[src/rtl/one_unit_mul2_seq.sv]
// Streaming NxN fixed-point matrix squarer with one signed MAC per cycle.
// Elements arrive and leave row-major over valid/ready; bypass mode echoes the matrix.
module one_unit_mul2_seq #(
   parameter int unsigned N    = 4,
   parameter int unsigned W    = 26,
   parameter int unsigned FRAC = 13
) (
   input  logic         clk_mul,
   input  logic         rstn_mul,
   input  logic         en_mul,
   input  logic         in_valid,
   output logic         in_ready,
   input  logic [W-1:0] in_data,
   output logic         out_valid,
   input  logic         out_ready,
   output logic [W-1:0] out_data,
   output logic         out_last,
   output logic         busy,
   output logic         ovf
);

   localparam int unsigned NN = N * N;
   localparam int unsigned IW = $clog2(NN);
   localparam int unsigned CW = $clog2(N);
   localparam int unsigned AW = 2 * W + CW;

   localparam logic signed [AW-1:0] SatMax = {{(AW-W+1){1'b0}}, {(W-1){1'b1}}};
   localparam logic signed [AW-1:0] SatMin = {{(AW-W+1){1'b1}}, {(W-1){1'b0}}};
   localparam logic [W-1:0]         MaxW   = {1'b0, {(W-1){1'b1}}};
   localparam logic [W-1:0]         MinW   = {1'b1, {(W-1){1'b0}}};

   typedef enum logic [1:0] {StIdle, StLoad, StCalc, StEmit} state_e;

   state_e                state_q;
   logic                  mode_q;
   logic [IW-1:0]         in_idx_q;
   logic [CW-1:0]         row_q;
   logic [CW-1:0]         col_q;
   logic [CW-1:0]         k_q;
   logic signed [AW-1:0]  acc_q;
   logic [W-1:0]          data_q;
   logic                  last_q;
   logic                  ovf_q;
   logic [W-1:0]          mem_q [NN];

   logic                  in_xfer;
   logic                  out_xfer;
   logic [IW-1:0]         wr_idx;
   logic [IW-1:0]         a_idx;
   logic [IW-1:0]         b_idx;
   logic signed [W-1:0]   op_a;
   logic signed [W-1:0]   op_b;
   logic signed [2*W-1:0] prod;
   logic signed [AW-1:0]  prod_ext;
   logic signed [AW-1:0]  sum;
   logic signed [AW-1:0]  shifted;
   logic                  sat_hi;
   logic                  sat_lo;
   logic [W-1:0]          res;
   logic                  col_end;
   logic [CW-1:0]         nxt_row;
   logic [CW-1:0]         nxt_col;
   logic [IW-1:0]         nxt_idx;
   logic                  nxt_last;

   // Outputs are forced low while reset is held, even before the first reset edge.
   always_comb begin
      in_ready  = rstn_mul & ((state_q == StIdle) | (state_q == StLoad));
      out_valid = rstn_mul & (state_q == StEmit);
      out_last  = out_valid & last_q;
      busy      = rstn_mul & (state_q != StIdle);
      ovf       = rstn_mul & ovf_q;
      out_data  = rstn_mul ? data_q : '0;
   end

   assign in_xfer  = in_valid & in_ready;
   assign out_xfer = out_valid & out_ready;
   assign wr_idx   = (state_q == StIdle) ? '0 : in_idx_q;

   always_comb begin
      a_idx    = IW'(row_q) * IW'(N) + IW'(k_q);
      b_idx    = IW'(k_q) * IW'(N) + IW'(col_q);
      op_a     = mem_q[a_idx];
      op_b     = mem_q[b_idx];
      prod     = op_a * op_b;
      prod_ext = {{CW{prod[2*W-1]}}, prod};
      sum      = acc_q + prod_ext;
      shifted  = sum >>> FRAC;
      sat_hi   = shifted > SatMax;
      sat_lo   = shifted < SatMin;
      if (sat_hi) begin
         res = MaxW;
      end else if (sat_lo) begin
         res = MinW;
      end else begin
         res = shifted[W-1:0];
      end
   end

   always_comb begin
      col_end  = col_q == CW'(N - 1);
      nxt_col  = col_end ? '0 : col_q + CW'(1);
      nxt_row  = col_end ? row_q + CW'(1) : row_q;
      nxt_idx  = IW'(nxt_row) * IW'(N) + IW'(nxt_col);
      nxt_last = (nxt_row == CW'(N - 1)) & (nxt_col == CW'(N - 1));
   end

   // Element storage carries no reset; it is fully rewritten by every matrix.
   always_ff @(posedge clk_mul) begin
      if (in_xfer) begin
         mem_q[wr_idx] <= in_data;
      end
   end

   always_ff @(posedge clk_mul) begin
      if (!rstn_mul) begin
         state_q  <= StIdle;
         mode_q   <= 1'b0;
         in_idx_q <= '0;
         row_q    <= '0;
         col_q    <= '0;
         k_q      <= '0;
         acc_q    <= '0;
         data_q   <= '0;
         last_q   <= 1'b0;
         ovf_q    <= 1'b0;
      end else begin
         unique case (state_q)
            StIdle: begin
               if (in_xfer) begin
                  mode_q   <= en_mul;
                  ovf_q    <= 1'b0;
                  in_idx_q <= IW'(1);
                  state_q  <= StLoad;
               end
            end
            StLoad: begin
               if (in_xfer) begin
                  if (in_idx_q == IW'(NN - 1)) begin
                     in_idx_q <= '0;
                     row_q    <= '0;
                     col_q    <= '0;
                     k_q      <= '0;
                     acc_q    <= '0;
                     if (mode_q) begin
                        state_q <= StCalc;
                     end else begin
                        data_q  <= mem_q[0];
                        last_q  <= 1'b0;
                        state_q <= StEmit;
                     end
                  end else begin
                     in_idx_q <= in_idx_q + IW'(1);
                  end
               end
            end
            StCalc: begin
               if (k_q == CW'(N - 1)) begin
                  k_q     <= '0;
                  acc_q   <= '0;
                  data_q  <= res;
                  last_q  <= (row_q == CW'(N - 1)) & col_end;
                  state_q <= StEmit;
                  if (sat_hi || sat_lo) begin
                     ovf_q <= 1'b1;
                  end
               end else begin
                  k_q   <= k_q + CW'(1);
                  acc_q <= sum;
               end
            end
            StEmit: begin
               if (out_xfer) begin
                  if (last_q) begin
                     state_q <= StIdle;
                  end else begin
                     row_q <= nxt_row;
                     col_q <= nxt_col;
                     if (mode_q) begin
                        state_q <= StCalc;
                     end else begin
                        data_q <= mem_q[nxt_idx];
                        last_q <= nxt_last;
                     end
                  end
               end
            end
            default: state_q <= StIdle;
         endcase
      end
   end

endmodule

[config.mk]
export PLATFORM = sky130hd
export DESIGN_NAME = one_unit_mul2_seq
export DESIGN_NICKNAME = d
export VERILOG_FILES = /design/src/rtl/one_unit_mul2_seq.sv
export SDC_FILE = /design/constraint.sdc
export NUM_CORES = 2
export LEC_CHECK = 0
export ABC_AREA = 0
export BUFFER_PORTS_ARGS = -buffer_cell sky130_fd_sc_hd__buf_4
export CORE_MARGIN = 5
export CORE_UTILIZATION = 55
export CTS_CLUSTER_SIZE = 10
export DETAILED_ROUTE_END_ITERATION = 8
export GPL_ROUTABILITY_DRIVEN = 1
export PLACE_DENSITY = 0.81
export REMOVE_ABC_BUFFERS = 1
export SETUP_SLACK_MARGIN = 0.05
export SLEW_MARGIN = 20
export SYNTH_ARGS = -nofsm -noshare
export SYNTH_HDL_FRONTEND = slang
export SYNTH_SLANG_ARGS = --single-unit
[constraint.sdc]
create_clock -name clk_mul -period 20 [get_ports clk_mul]
set_input_delay 3 -clock clk_mul [delete_from_list [all_inputs] [get_ports clk_mul]]
set_output_delay 3 -clock clk_mul [all_outputs]
set_load 0.02 [all_outputs]
==> flow_metrics.py <==
metrics = {
    "outcome": {
        "status": "complete, no violations",
    },
    "cts": {
        "cts_max_level": 2,
        "clock_tree.buffer_depth": 3,
        "clock_latency_ns": 0.61,
        "cts_setup_buffers": 0,
        "clk_pin_slew_ns": 0.07,
        "ctsHoldBuffers": 0,
        "cts_tree": "yes",
        "cts_resized": 0,
        "cts-root-buf": "clkbuf_16",
        "numClockSinks": 511,
        "cts_buffers": 57,
    },
    "floorplanning": {
        "rows": 116,
        "die_height_um": 326.6,
        "die_x_um": 326.6,
        "coreArea_um2": 99860,
        "dieArea_um2": 106700,
        "start_util": 0.5522,
        "io_pins": 62,
    },
    "worst_setup_path": {
        "crit_type": "flip-flop to flip-flop",
        "crit_top_cell": "inv_1",
        "r2r_slack_ns": 7.98,
        "cp-end-kind": "flip-flop",
        "max_stage_delay_ns": 0.91,
        "critPathMaxFanout": 67,
        "crit_path_start_kind": "flip-flop",
        "crit_arrival_ns": 12.51,
        "worstPathRequired_ns": 20.49,
        "slowest_stage": "buf_4",
    },
    "sta": {
        "setup_violations": 0,
        "worstMarginPinSlew_ns": 1.144,
        "drv_slew": 0,
        "max_clock_freq_ghz": 0.08318,
        "hold-worst-slack_ns": 0.5186,
        "setup_tns_ns": 0,
        "final_period_minus_worst_setup_slack_ns": 12.02,
        "skew_ns": 0.02762,
        "hold_violations": 0,
        "fin_crit_sh": 0.6011,
        "rsz0062_at_grt": "false",
        "relSlewSlack": 0.2370,
    },
    "placement": {
        "gp_congestion": 1.044,
        "portBuffers": 61,
        "hpwl_um": 109700,
    },
    "cells_and_area": {
        "fillers": 7609,
        "final_layout_size_suffix_gt1_frac": 0.1378,
        "utilization": 0.5862,
        "layout.nets": 5819,
        "area_growth_pct": 6.149,
    },
    "synth": {
        "synth_enable_flop_cells": 416,
        "synth_ff_type": "edfxtp_1",
        "async_reset_ff_frac": 0,
        "synth_seq_cells": 511,
        "yosysSeqAreaShare": 0.2610,
        "synth_top_area_frac": 0.2959,
        "synth_area_um2": 55140,
        "netlist_instances": 4869,
        "synth_top_area_cell": "fa_1",
        "ys_top_cells_by_area": "fa_1, edfxtp_1, mux4_2",
        "synth_warnings": 0,
        "syn_avg_cell_area_um2": 11.33,
        "ys_types": 84,
    },
    "grt": {
        "grt_max_degree": 117,
        "first_global_vias": 41560,
        "grt_overflow": 0,
        "grt_use_total": 0.2944,
        "grt_pass1_wl_um": 242100,
        "antenna_found_initial": 1,
    },
    "drt": {
        "via_per_inst": 6.301,
        "drc": 0,
        "first_pass_iters": 6,
        "vias": 38520,
        "post_drt_wl_per_cell_um": 25.47,
        "antenna_left": 0,
        "wl_um": 155700,
        "drtIter0Drc": 4679,
    },
    "hold_path": {
        "hold_class": "flip-flop to flip-flop",
    },
    "run": {
        "maxCapViolations": 0,
    },
}
-- worst max-delay path, delay by kind of cell, from the launching register on --
family | cells | cell delay [ns]
adder cells (fa/ha/maj) | 8 | 4.03
buffers and inverters | 10 | 3.22
AO/OA/AOI/OAI | 10 | 2.18
multiplexers | 1 | 0.89
AND/OR/NAND/NOR | 3 | 0.88
flip-flops | 1 | 0.59
-- state kept, by name, indices dropped and copies added (netlist names), 2 cells and up --
name	count
mem_q	416
in_idx_q	4
state_q	2
acc_q	54
k_q	2
data_q	26
col_q	2
row_q	2
-- synth_stat cells, types with 22 or more instances --
cell	number
o21ai_0	92
dfxtp_1	95
inv_1	1064
xor2_1	22
and2_1	82
a21oi_1	119
ha_1	181
mux2i_1	51
clkbuf_1	195
a21boi_0	23
o21a_1	23
a22oi_1	24
xnor2_1	34
mux2_2	48
fa_1	815
nor2b_1	106
buf_1	50
nand2_1	484
buf_2	22
o221a_1	25
nor2_1	305
mux4_2	342
edfxtp_1	416
-- metal layers --
layer | routed length [um] | part of all wire | vias up | track usage
li1 | - | - | 15670 | -
met1 | 53120 | 0.34 | 19330 | 0.3724
met2 | 71330 | 0.46 | 2875 | 0.4645
met4 | 10960 | 0.070 | 0 | 0.1631
met3 | 20300 | 0.13 | 649 | 0.08065
met5 | 0 | 0 | - | 0
-- through the flow --
stage	std cells	setup slack [ns]	cell area (um^2)
floorplan	4597	3.127	54060
global placement	6031	8.062	56960
detailed placement	6031	8.171	56970
CTS	6111	8.140	58530
global route	6112	7.494	58530
finish	6113	7.978	58530
-- logic make-up (layout without fill, tap and decap cells) --
family	count (synthesis)	count (layout)	share of synthesized area
simple gates	1086	1086	0.08799
xor+xnor	56	56	0.008895
fa+ha+maj	996	996	0.3370
compound gates	439	439	0.05398
buf+inv	1340	1284	0.09240
flops	511	511	0.2610
mux	441	441	0.1587
other cells	0	2	0
-- cell usage in the layout (no fill, tap or decap), drive strengths merged, types with 5 or more instances in the layout --
master	n
o311ai	5
a21o	13
and2	83
a21oi	140
a21boi	24
o21a	23
nand3	19
a31oi	9
clkbuf	78
edfxtp	416
a211o	5
xor2	22
nand2b	11
ha	181
buf	136
mux4	342
nor4	6
fa	815
or3	7
a22oi	24
nand4	14
o211a	7
o221ai	10
and3	14
mux2i	51
inv	1064
clkinv	5
nand2	485
dfxtp	95
o21ai	106
a211oi	6
o21bai	7
o221a	26
nor2	306
mux2	48
xnor2	34
nor3	15
nor2b	106
-- cell type report --
cell class	instances	area (um^2)	share of cell area
Sequential cell	511	14410	0.2462
Clock inverter	2	23.77	0.0004061
Tap cell	1298	1624	0.02775
Timing Repair Buffer	136	1033	0.01766
Antenna cell	2	5.005	0.00008550
Multi-Input combinational cell	3018	35890	0.6132
Inverter	1068	4009	0.06849
Clock buffer	78	1536	0.02625
-- worst paths after layout --
check	start	end	cells past startpoint
max	k_q[1]$_SDFFE_PN0P_	ovf_q$_SDFFE_PN0P_	32
min	acc_q[8]$_SDFFE_PN0P_	acc_q[8]$_SDFFE_PN0P_	2
max reg2reg	k_q[1]$_SDFFE_PN0P_	ovf_q$_SDFFE_PN0P_	32
min reg2reg	acc_q[8]$_SDFFE_PN0P_	acc_q[8]$_SDFFE_PN0P_	2
Power is left out: the tool's default activity adds up to more than one toggle a clock period on the data nets, which glitch-free logic cannot reach.
